[src/rtl/branch_station_if.sv]
// Bundles the issue, CDB and result handshakes of the branch resolution station.
// master: the core side driving issue/CDB/grant. slave: the station.
interface branch_station_if #(
  parameter int unsigned TAG_W = 4
);
  // Issue port
  logic             issue_valid;
  logic [2:0]       issue_op;
  logic [31:0]      issue_pc;
  logic [31:0]      issue_rs1_val;
  logic [31:0]      issue_rs2_val;
  logic [TAG_W-1:0] issue_rs1_tag;
  logic [TAG_W-1:0] issue_rs2_tag;
  logic             issue_rs1_rdy;
  logic             issue_rs2_rdy;
  logic             issue_full;
  // Common data bus snoop
  logic             cdb_active_in;
  logic [TAG_W-1:0] cdb_tag_in;
  logic [31:0]      cdb_val_in;
  // Resolution result towards the CDB arbiter / predictor
  logic             br_req_out;
  logic             br_grant_in;
  logic [31:0]      br_addr_out;
  logic [31:0]      br_val_out;

  modport master (
    output issue_valid, issue_op, issue_pc, issue_rs1_val, issue_rs2_val,
    output issue_rs1_tag, issue_rs2_tag, issue_rs1_rdy, issue_rs2_rdy,
    output cdb_active_in, cdb_tag_in, cdb_val_in, br_grant_in,
    input  issue_full, br_req_out, br_addr_out, br_val_out
  );

  modport slave (
    input  issue_valid, issue_op, issue_pc, issue_rs1_val, issue_rs2_val,
    input  issue_rs1_tag, issue_rs2_tag, issue_rs1_rdy, issue_rs2_rdy,
    input  cdb_active_in, cdb_tag_in, cdb_val_in, br_grant_in,
    output issue_full, br_req_out, br_addr_out, br_val_out
  );
endinterface

[src/rtl/branch_station.sv]
// In-order branch resolution station. Branches queue at issue, snoop the CDB for
// missing operands, and only the queue head may resolve so the predictor always
// sees outcomes in program order.
module branch_station #(
  parameter int unsigned DEPTH   = 8,
  parameter int unsigned DEPTH_W = 3,
  parameter int unsigned TAG_W   = 4
) (
  input  logic              clk_in,
  input  logic              rst_in,
  input  logic              rdy_in,
  input  logic              flush_in,
  branch_station_if.slave   bus
);

  typedef struct packed {
    logic [2:0]       op;
    logic [31:0]      pc;
    logic [31:0]      v1;
    logic [TAG_W-1:0] t1;
    logic             r1;
    logic [31:0]      v2;
    logic [TAG_W-1:0] t2;
    logic             r2;
  } entry_t;

  entry_t             ent_q [DEPTH];
  entry_t             ent_d [DEPTH];
  logic [DEPTH-1:0]   valid_q, valid_d;
  logic [DEPTH_W-1:0] front_q, front_d;
  logic [DEPTH_W-1:0] rear_q, rear_d;
  logic [DEPTH_W:0]   count_q, count_d;
  logic               req_q, req_d;
  logic [31:0]        addr_q, addr_d;
  logic [31:0]        val_q, val_d;

  entry_t issue_ent;
  entry_t head;
  logic   push, pop, out_free;

  function automatic logic br_taken(input logic [2:0] op, input logic [31:0] a,
                                    input logic [31:0] b);
    logic res;
    case (op)
      3'b000:  res = (a == b);
      3'b001:  res = (a != b);
      3'b100:  res = ($signed(a) < $signed(b));
      3'b101:  res = !($signed(a) < $signed(b));
      3'b110:  res = (a < b);
      3'b111:  res = !(a < b);
      default: res = 1'b0;  // 010/011 are not branches; report not-taken
    endcase
    return res;
  endfunction

  assign bus.issue_full  = (count_q == (DEPTH_W + 1)'(DEPTH));
  assign bus.br_req_out  = req_q;
  assign bus.br_addr_out = addr_q;
  assign bus.br_val_out  = val_q;

  assign head     = ent_q[front_q];
  // Grant is only meaningful while a result is pending.
  assign out_free = !req_q || bus.br_grant_in;
  assign push     = bus.issue_valid && !bus.issue_full;
  // Operand readiness comes from registered state only: no CDB bypass into resolve.
  assign pop      = (count_q != '0) && head.r1 && head.r2 && out_free;

  // Build the incoming entry, capturing a same-cycle CDB broadcast for pending operands.
  always_comb begin
    issue_ent.op = bus.issue_op;
    issue_ent.pc = bus.issue_pc;
    issue_ent.v1 = bus.issue_rs1_val;
    issue_ent.t1 = bus.issue_rs1_tag;
    issue_ent.r1 = bus.issue_rs1_rdy;
    issue_ent.v2 = bus.issue_rs2_val;
    issue_ent.t2 = bus.issue_rs2_tag;
    issue_ent.r2 = bus.issue_rs2_rdy;
    if (bus.cdb_active_in && !bus.issue_rs1_rdy && bus.issue_rs1_tag == bus.cdb_tag_in) begin
      issue_ent.v1 = bus.cdb_val_in;
      issue_ent.r1 = 1'b1;
    end
    if (bus.cdb_active_in && !bus.issue_rs2_rdy && bus.issue_rs2_tag == bus.cdb_tag_in) begin
      issue_ent.v2 = bus.cdb_val_in;
      issue_ent.r2 = 1'b1;
    end
  end

  // Entry array next state: CDB snoop, head pop, tail push.
  always_comb begin
    ent_d   = ent_q;
    valid_d = valid_q;
    for (int i = 0; i < DEPTH; i++) begin
      if (valid_q[i] && bus.cdb_active_in) begin
        if (!ent_q[i].r1 && ent_q[i].t1 == bus.cdb_tag_in) begin
          ent_d[i].v1 = bus.cdb_val_in;
          ent_d[i].r1 = 1'b1;
        end
        if (!ent_q[i].r2 && ent_q[i].t2 == bus.cdb_tag_in) begin
          ent_d[i].v2 = bus.cdb_val_in;
          ent_d[i].r2 = 1'b1;
        end
      end
    end
    if (pop) begin
      valid_d[front_q] = 1'b0;
    end
    // Push never lands on the popped slot: that would need a full queue.
    if (push) begin
      ent_d[rear_q]   = issue_ent;
      valid_d[rear_q] = 1'b1;
    end
  end

  // Pointer, count and result register next state.
  always_comb begin
    front_d = pop  ? front_q + DEPTH_W'(1) : front_q;
    rear_d  = push ? rear_q + DEPTH_W'(1) : rear_q;
    case ({push, pop})
      2'b10:   count_d = count_q + (DEPTH_W + 1)'(1);
      2'b01:   count_d = count_q - (DEPTH_W + 1)'(1);
      default: count_d = count_q;
    endcase
    req_d  = req_q;
    addr_d = addr_q;
    val_d  = val_q;
    if (pop) begin
      req_d  = 1'b1;
      addr_d = head.pc;
      val_d  = {31'b0, br_taken(head.op, head.v1, head.v2)};
    end else if (req_q && bus.br_grant_in) begin
      req_d = 1'b0;
    end
  end

  // State update: async reset, freeze while not ready, flush clears everything.
  always_ff @(posedge clk_in or negedge rst_in) begin
    if (!rst_in) begin
      for (int i = 0; i < DEPTH; i++) ent_q[i] <= '0;
      valid_q <= '0;
      front_q <= '0;
      rear_q  <= '0;
      count_q <= '0;
      req_q   <= 1'b0;
      addr_q  <= '0;
      val_q   <= '0;
    end else if (rdy_in) begin
      if (flush_in) begin
        valid_q <= '0;
        front_q <= '0;
        rear_q  <= '0;
        count_q <= '0;
        req_q   <= 1'b0;
        addr_q  <= '0;
        val_q   <= '0;
      end else begin
        for (int i = 0; i < DEPTH; i++) ent_q[i] <= ent_d[i];
        valid_q <= valid_d;
        front_q <= front_d;
        rear_q  <= rear_d;
        count_q <= count_d;
        req_q   <= req_d;
        addr_q  <= addr_d;
        val_q   <= val_d;
      end
    end
  end

endmodule
[src/flat_wrapper.sv]
// flat-port wrapper written by rule: the top's interface ports become plain ports
module branch_station_flat 
#(
  parameter int unsigned DEPTH   = 8,
  parameter int unsigned DEPTH_W = 3,
  parameter int unsigned TAG_W   = 4
)
  (clk_in, rst_in, rdy_in, flush_in, bus_issue_valid, bus_issue_op, bus_issue_pc, bus_issue_rs1_val, bus_issue_rs2_val, bus_issue_rs1_tag, bus_issue_rs2_tag, bus_issue_rs1_rdy, bus_issue_rs2_rdy, bus_cdb_active_in, bus_cdb_tag_in, bus_cdb_val_in, bus_br_grant_in, bus_issue_full, bus_br_req_out, bus_br_addr_out, bus_br_val_out);
  branch_station_if #(.TAG_W(TAG_W)) bus_i ();
  input  logic clk_in;
  input  logic rst_in;
  input  logic rdy_in;
  input  logic flush_in;
  input wire logic [$bits(bus_i.issue_valid)-1:0] bus_issue_valid;
  input wire logic [$bits(bus_i.issue_op)-1:0] bus_issue_op;
  input wire logic [$bits(bus_i.issue_pc)-1:0] bus_issue_pc;
  input wire logic [$bits(bus_i.issue_rs1_val)-1:0] bus_issue_rs1_val;
  input wire logic [$bits(bus_i.issue_rs2_val)-1:0] bus_issue_rs2_val;
  input wire logic [$bits(bus_i.issue_rs1_tag)-1:0] bus_issue_rs1_tag;
  input wire logic [$bits(bus_i.issue_rs2_tag)-1:0] bus_issue_rs2_tag;
  input wire logic [$bits(bus_i.issue_rs1_rdy)-1:0] bus_issue_rs1_rdy;
  input wire logic [$bits(bus_i.issue_rs2_rdy)-1:0] bus_issue_rs2_rdy;
  input wire logic [$bits(bus_i.cdb_active_in)-1:0] bus_cdb_active_in;
  input wire logic [$bits(bus_i.cdb_tag_in)-1:0] bus_cdb_tag_in;
  input wire logic [$bits(bus_i.cdb_val_in)-1:0] bus_cdb_val_in;
  input wire logic [$bits(bus_i.br_grant_in)-1:0] bus_br_grant_in;
  output wire logic [$bits(bus_i.issue_full)-1:0] bus_issue_full;
  output wire logic [$bits(bus_i.br_req_out)-1:0] bus_br_req_out;
  output wire logic [$bits(bus_i.br_addr_out)-1:0] bus_br_addr_out;
  output wire logic [$bits(bus_i.br_val_out)-1:0] bus_br_val_out;
  assign bus_i.issue_valid = bus_issue_valid;
  assign bus_i.issue_op = bus_issue_op;
  assign bus_i.issue_pc = bus_issue_pc;
  assign bus_i.issue_rs1_val = bus_issue_rs1_val;
  assign bus_i.issue_rs2_val = bus_issue_rs2_val;
  assign bus_i.issue_rs1_tag = bus_issue_rs1_tag;
  assign bus_i.issue_rs2_tag = bus_issue_rs2_tag;
  assign bus_i.issue_rs1_rdy = bus_issue_rs1_rdy;
  assign bus_i.issue_rs2_rdy = bus_issue_rs2_rdy;
  assign bus_i.cdb_active_in = bus_cdb_active_in;
  assign bus_i.cdb_tag_in = bus_cdb_tag_in;
  assign bus_i.cdb_val_in = bus_cdb_val_in;
  assign bus_i.br_grant_in = bus_br_grant_in;
  assign bus_issue_full = bus_i.issue_full;
  assign bus_br_req_out = bus_i.br_req_out;
  assign bus_br_addr_out = bus_i.br_addr_out;
  assign bus_br_val_out = bus_i.br_val_out;
  branch_station #(.DEPTH(DEPTH), .DEPTH_W(DEPTH_W), .TAG_W(TAG_W)) u_core (.clk_in(clk_in), .rst_in(rst_in), .rdy_in(rdy_in), .flush_in(flush_in), .bus(bus_i));
endmodule
[config.mk]
export PLATFORM = sky130hd
export DESIGN_NAME = branch_station_flat
export DESIGN_NICKNAME = d
export VERILOG_FILES = /design/src/rtl/branch_station_if.sv /design/src/rtl/branch_station.sv /design/src/flat_wrapper.sv
export SDC_FILE = /design/constraint.sdc
export NUM_CORES = 2
export LEC_CHECK = 0
export CORE_MARGIN = 3
export CORE_UTILIZATION = 40
export DETAILED_ROUTE_END_ITERATION = 12
export SLEW_MARGIN = 15
export SYNTH_ARGS = -nofsm -noshare
export SYNTH_HDL_FRONTEND = slang
export SYNTH_SLANG_ARGS = --single-unit
export TNS_END_PERCENT = 1
[constraint.sdc]
create_clock -name clk_in -period 3.4 [get_ports clk_in]
set_input_delay 0.85 -clock clk_in [delete_from_list [all_inputs] [get_ports clk_in]]
set_output_delay 0.85 -clock clk_in [all_outputs]
set_load 0.005 [all_outputs]
# After elaboration in Yosys (flattened, before gate mapping)
# Cells that the tools add are included.
# word_totals
reg_bits	955
latchBits	0
ramBits	0
mem_bits_ro	0
input_bits	152
out_inout_bits	66
word_cells	277
mem_count	0
# op_classes
add_sub_neg	4
mul	0
div_mod_pow	0
order_cmp	9
n_eq_ne	28
shift	0
mux	88
n_bitwise	6
n_reduce_logical	71
# ops
operator	count
$mux W32	30
$bwmux W872	1
$mux W837	1
$bmux W109 S3	1
$demux W109 S3	1
$mux W109	3
$mux W33	8
$eq A4 B4 Y1	18
$lt A32 B32 Y1	2
$logic_and A1 B1 Y1	36
$eq A32 B32 Y1	1
$ne A32 B32 Y1	1
$mux W1	31
$mux W8	3
$logic_not A1 Y1	22
$eq A3 B3 Y1 const B	4
$mux W3	4
$reduce_and A2 Y1	5
$and A8 B8 Y8	1
$ge A4 B4 Y1 const B	2
$lt A3 B4 Y1 const B	2
$not A3 Y4	2
$not A8 Y8	1
$or A8 B8 Y8	1
other kinds (20)	25

# Logic depth before layout (Yosys ltp)
# logic_depth
word_depth	11
depth_mapped	16
ltp_nobuf	13

# Worst setup path before layout
# No wires, ideal clock.
# synth_path
path_kind	reg2reg
startpoint	register u_core.front_q[2]
endpoint	register u_core.val_q[0], in the netlist u_core.bus.br_val_out[0]
setup_time_ns	0.126
t_arrival_ns	3.436
path_slack_ns	-0.163
path_stages_with_launch	16
n_path_buf	4
synth_period_minus_slack_ns	3.563
path_cell_list	dfrtp_1 -> buf_2 -> buf_2 -> nor3b_2 -> clkbuf_1 -> buf_1 -> a22oi_1 -> and4_1 -> ha_1 -> nand4_1 -> or4_1 -> nor2_1 -> nand2_1 -> xor2_1 -> a32oi_1 -> o21ai_1
# synth_via
elab_chain_len	9
word_cells_on_any_way	24
# synth_rtl
item	line	source
start, declared	branch_station.sv:30	logic [DEPTH_W-1:0] front_q, front_d;
start signal, assigned	branch_station.sv:158	front_q <= front_d;
$not A3 Y4 (not written as such) *	branch_station.sv:61	assign head = ent_q[front_q];
$bmux W109 S3 *	branch_station.sv:61	
$mux W109 (not written as such) * (2 in series)	branch_station.sv:61	
$lt A32 B32 Y1 (tied with other cells)	branch_station.sv:49, branch_station.sv:50	
$logic_not A1 Y1 (tied with other cells)	branch_station.sv:50	3'b111: res = !(a < b);
$pmux W1 S6 or $logic_and A1 B1 Y1 (tied branches)	branch_station.sv:44, branch_station.sv:66	
$mux W32 or $reduce_bool A2 Y1 (tied branches)	--	
$mux W32 or $reduce_and A2 Y1 (tied branches)	--	
end signal, assigned	branch_station.sv:163	val_q <= val_d;
end, declared	branch_station.sv:35	logic [31:0] val_q, val_d;
# Mark *: on every way between the ends. The rest lies on a longest branch, timed or not. The select of a mux whose other input is x is not followed.
# A chain may end at the register's enable or synchronous reset.

# Final worst setup path
# Same ends and word-level chain as after synthesis.

==> impl_summary.md <==
Timing
The number of pins exceeding their max-slew limit in the final report came to 0. For this run, the top clock speed supported by timing is 299 MHz. The post-layout minimum cycle time is 3350 ps. On the final layout, the worst clock skew is 38.5 ps.

The total negative slack is 0 ps. Setup repair after global routing could not meet its margin everywhere. At the pin with the least slew margin, the transition time is 734 ps. The relative slew slack is 0.509. Of the available clock period, the critical path in the final layout requires 0.984. The total count of hold-check failures in the final report was 0. The final setup violation count is 0.

Worst setup path
For the worst setup path, the data required time is 3990 ps. STA classifies the critical path startpoint as a flop. The data arrival time at the worst-slack endpoint is 3940 ps. The worst setup path is captured at a flop. The start of the worst register-to-register path is u_core.front_q[2]$_DFFE_PN0P_.

The kind of critical path is flop to flop. Counting cells, the worst reg-to-reg path comes to 15. The peak fanout along the critical path is 7. The flop-to-flop setup slack is 50 ps. The worst register-to-register path ends at u_core.bus.br_val_out[0]$_DFFE_PN0P_.

The start point of the critical path is u_core.front_q[2]$_DFFE_PN0P_. The end point of the critical path is u_core.bus.br_val_out[0]$_DFFE_PN0P_.

Yosys
Yosys mapped the design onto 65 distinct sky130hd cell types. In the synthesized netlist the dominant register cell turns out to be dfrtp_1. For this run, the number of Yosys warnings is 0. For this run, the register share of the synthesized area comes to 0.520. The cell count after synthesis came out at 4325. The number of flops mapped to enable cells by yosys is 0. The netlist area before placement is 44500 µm². A synthesized cell averages 10.3 µm². For this run, asynchronously set or reset flops after synthesis account for 1.00. After synthesis the netlist holds a flip-flop and latch count of 924.

Routing
Dividing the detail-routed wire length by the instance count gives 28.4 µm. The number of DRC violations after detailed-routing iteration 0 is 5257. The number of vias in the routed layout is 39172. The post-detailed-route via-to-cell ratio is 6.44.

The final antenna-violating net count is 0. The final wirelength is 173000 µm. After detailed routing, the number of remaining DRC violations is 0. The number of search-and-repair iterations in the first detailed-routing pass is 7.

Power and ir drop
The highest ir drop seen on vdd is 0.395 mV. The net switching power figure is 12.7 mW. The proportion of power drawn by the clock network is 0.304.

Of the total power, combinational logic draws 0.300. The portion of total power attributed to sequential cells is 0.397. Of the total power, the share spent switching nets is 0.328. The static power due to leakage is 23.7 nW. For this design the ratio of total power to cell area is 715 nW/µm². The internal power contribution is 26.2 mW.

GRT
The global route total overflow is 0. The global-route total usage across every layer is 0.287. The initial antenna violation count came to 8. The number of global-route vias before repair is 38433. Entering global routing, the biggest net connects 103 pins. The global-route wire length before repair is 254000 µm.

Floorplanning
The floorplan step set the die width to 339 µm. The die area is 115000 µm². The boundary pin count is 218.

The effective utilization at floorplan is 0.406. The floorplan has 121 rows. The region available for standard cell placement spans 110000 µm². Measured along the y axis, the die boundary spans 339 µm.

Cells and area
The final net count is 4700. After routing the design area is 54400 µm². The post-route non-filler standard cell count is 6079. Counting the fill cells in the layout gives 9871.

From synthesis to final layout, the design area changed by 22.4%. Of the cells placed in the final design, the portion with a size suffix greater than 1 is 0.217.

Hold path
The tightest min-delay check is of the input pin to async pin type.

Clock network
TritonCTS built the clock tree. The clock-pin slew of the registers on the worst-case setup and hold paths is 60 ps. In this run the deepest clock path goes through 3 buffers. Buffers inserted during clock tree synthesis total 103.

The later pin in the worst-skew pair is clocked with a latency of 710 ps. Buffers inserted to repair hold after CTS numbered 0. The H-tree depth is 3. Counting every sink on the clock net gives 924.

The buffer type at the clock tree root is clkbuf_16.

Flow run
The count of maximum capacitance violations is 0.

Placement
Detailed placement ended at an HPWL of 100000 µm. The number of placed instances, taps included, is 5850. The total of buffers placed on input and output ports is 186. The post-place instance area is 50000 µm². At the end of routability-driven placement, the weighted congestion stood at 0.908.

Status
The run finished with clean final reports.
[how the worst min path moves through the flow]
stage | endpoint | slack [ps] | cells past startpoint
after floorplan | u_core.ent_q[728]$_DFFE_PN0P_ | 460 | 1
after global placement | u_core.ent_q[731]$_DFFE_PN0P_ | 470 | 1
after detailed placement | u_core.ent_q[728]$_DFFE_PN0P_ | 470 | 1
after CTS | u_core.ent_q[648]$_DFFE_PN0P_ | 120 | 1
after global routing | u_core.ent_q[430]$_DFFE_PN0P_ | 150 | 1
final | u_core.ent_q[430]$_DFFE_PN0P_ | 130 | 1
[kinds of logic (layout without fill, tap and decap cells)]
family,after synthesis,in the layout,synth area share
DFF,924,924,0.520
and+or+nand+nor,810,812,0.0821
buffers and inverters,484,726,0.0467
other,1,35,0.0000843
AOI/OAI and AO/OA,1578,1578,0.220
muxes,417,417,0.106
adders and majority gates,37,37,0.0106
xor gates and xnor gates,74,74,0.0147
[cell type report]
type,instances,area [µm²],area share
multi-input cells,2949,20000,0.368
clock inverters,52,666,0.0122
well taps,1476,1850,0.0339
diodes,4,10.0,0.000184
repair buffers,521,5820,0.107
inverters,12,45.0,0.000827
flip-flops and latches,924,23100,0.425
clock buffers,141,2900,0.0533
[cells in the final DEF (no fill, tap or decap), types with 14 or more instances in the layout]
master / count
a22o_1: 34
mux2_2: 375
clkbuf_8: 14
clkbuf_1: 22
nor2_4: 14
clkinv_2: 28
nand4_1: 76
conb_1: 31
a22oi_1: 367
and4_1: 31
buf_12: 93
ha_1: 27
o21ai_0: 17
nand3_1: 15
buf_6: 14
xor2_1: 37
o22ai_1: 515
xnor2_1: 36
clkdlybuf4s50_1: 185
dfrtp_1: 921
nand2_1: 26
a21oi_1: 572
clkbuf_16: 112
nor2_1: 553
buf_4: 214
mux2_1: 30
nor3_1: 21
a22oi_2: 15
[flip-flops by register name, summed over array words and instances, names as in the netlist]
signal and count:
u_core.valid_q 8, u_core.ent_q 872, u_core.bus.br_req_out 1, u_core.bus.br_addr_out 32, u_core.rear_q 3, u_core.count_q 4
u_core.front_q 3, u_core.bus.br_val_out 1
[stage by stage]
step | util | hold slack, ps | worst slack [ps] | power [mW]
floorplan | - | 459 | 13.0 | 21.5
global placement | 0.456 | 467 | -125 | 25.7
detailed placement | 0.456 | 475 | -170 | 25.9
CTS | 0.489 | 121 | -73.8 | 37.7
global route | 0.497 | 145 | -68.9 | 40.6
finish | 0.497 | 131 | 53.2 | 38.9
[layer usage]
metal / global-route usage / up-vias / wire length (µm)
li1: - / 16452 / -
met1: 0.396 / 19724 / 70400
met3: 0.0602 / 558 / 17300
met4: 0.129 / 4 / 8670
met2: 0.433 / 2434 / 76400
met5: 0 / - / 23
[Yosys cell counts (23+ instances only)]
library cell | n | area (µm²)
dfrtp_1 | 924 | 23100
a21oi_1 | 584 | 2920
nor2_1 | 562 | 2110
o22ai_1 | 515 | 3220
a22oi_1 | 382 | 2870
mux2_2 | 375 | 4220
clkbuf_1 | 268 | 1010
buf_1 | 83 | 312
buf_2 | 79 | 395
nand4_1 | 76 | 475
nand2_1 | 43 | 161
buf_4 | 39 | 293
xor2_1 | 37 | 324
ha_1 | 36 | 450
xnor2_1 | 36 | 315
a22o_1 | 35 | 307
and4_1 | 35 | 307
mux2_1 | 30 | 338
nand3_1 | 23 | 115
[power by group through the flow]
stage / logic (mW) / registers (mW) / clock network (mW)
2_1_floorplan: 6.59 / 14.9 / 0
6_report: 11.7 / 15.4 / 11.8
5_1_grt: 12.6 / 15.7 / 12.4
4_1_cts: 10.4 / 15.3 / 11.9
3_3_place_gp: 10.2 / 15.5 / 0
3_5_place_dp: 10.4 / 15.5 / 0
[what timing repair did]
action	4_1_cts	5_1_grt
gates cloned	0	9
buffers inserted	0	23
gates resized for setup	8	101
pin swaps	1	41
setup endpoints to repair	2	3
[critical path: stages, from the launching register on]
cell	delay (ps)
dfrtp_2	460
buf_4	170
nor3b_4	220
buf_4	160
buf_12	150
buf_12	140
a22oi_1	80
and4_1	200
ha_1	280
buf_4	140
a21oi_2	130
a211oi_2	110
or4_4	590
a21oi_2	170
xnor2_1	130
o21ai_1	70
Note: power is estimated with default switching activity, not from simulation.
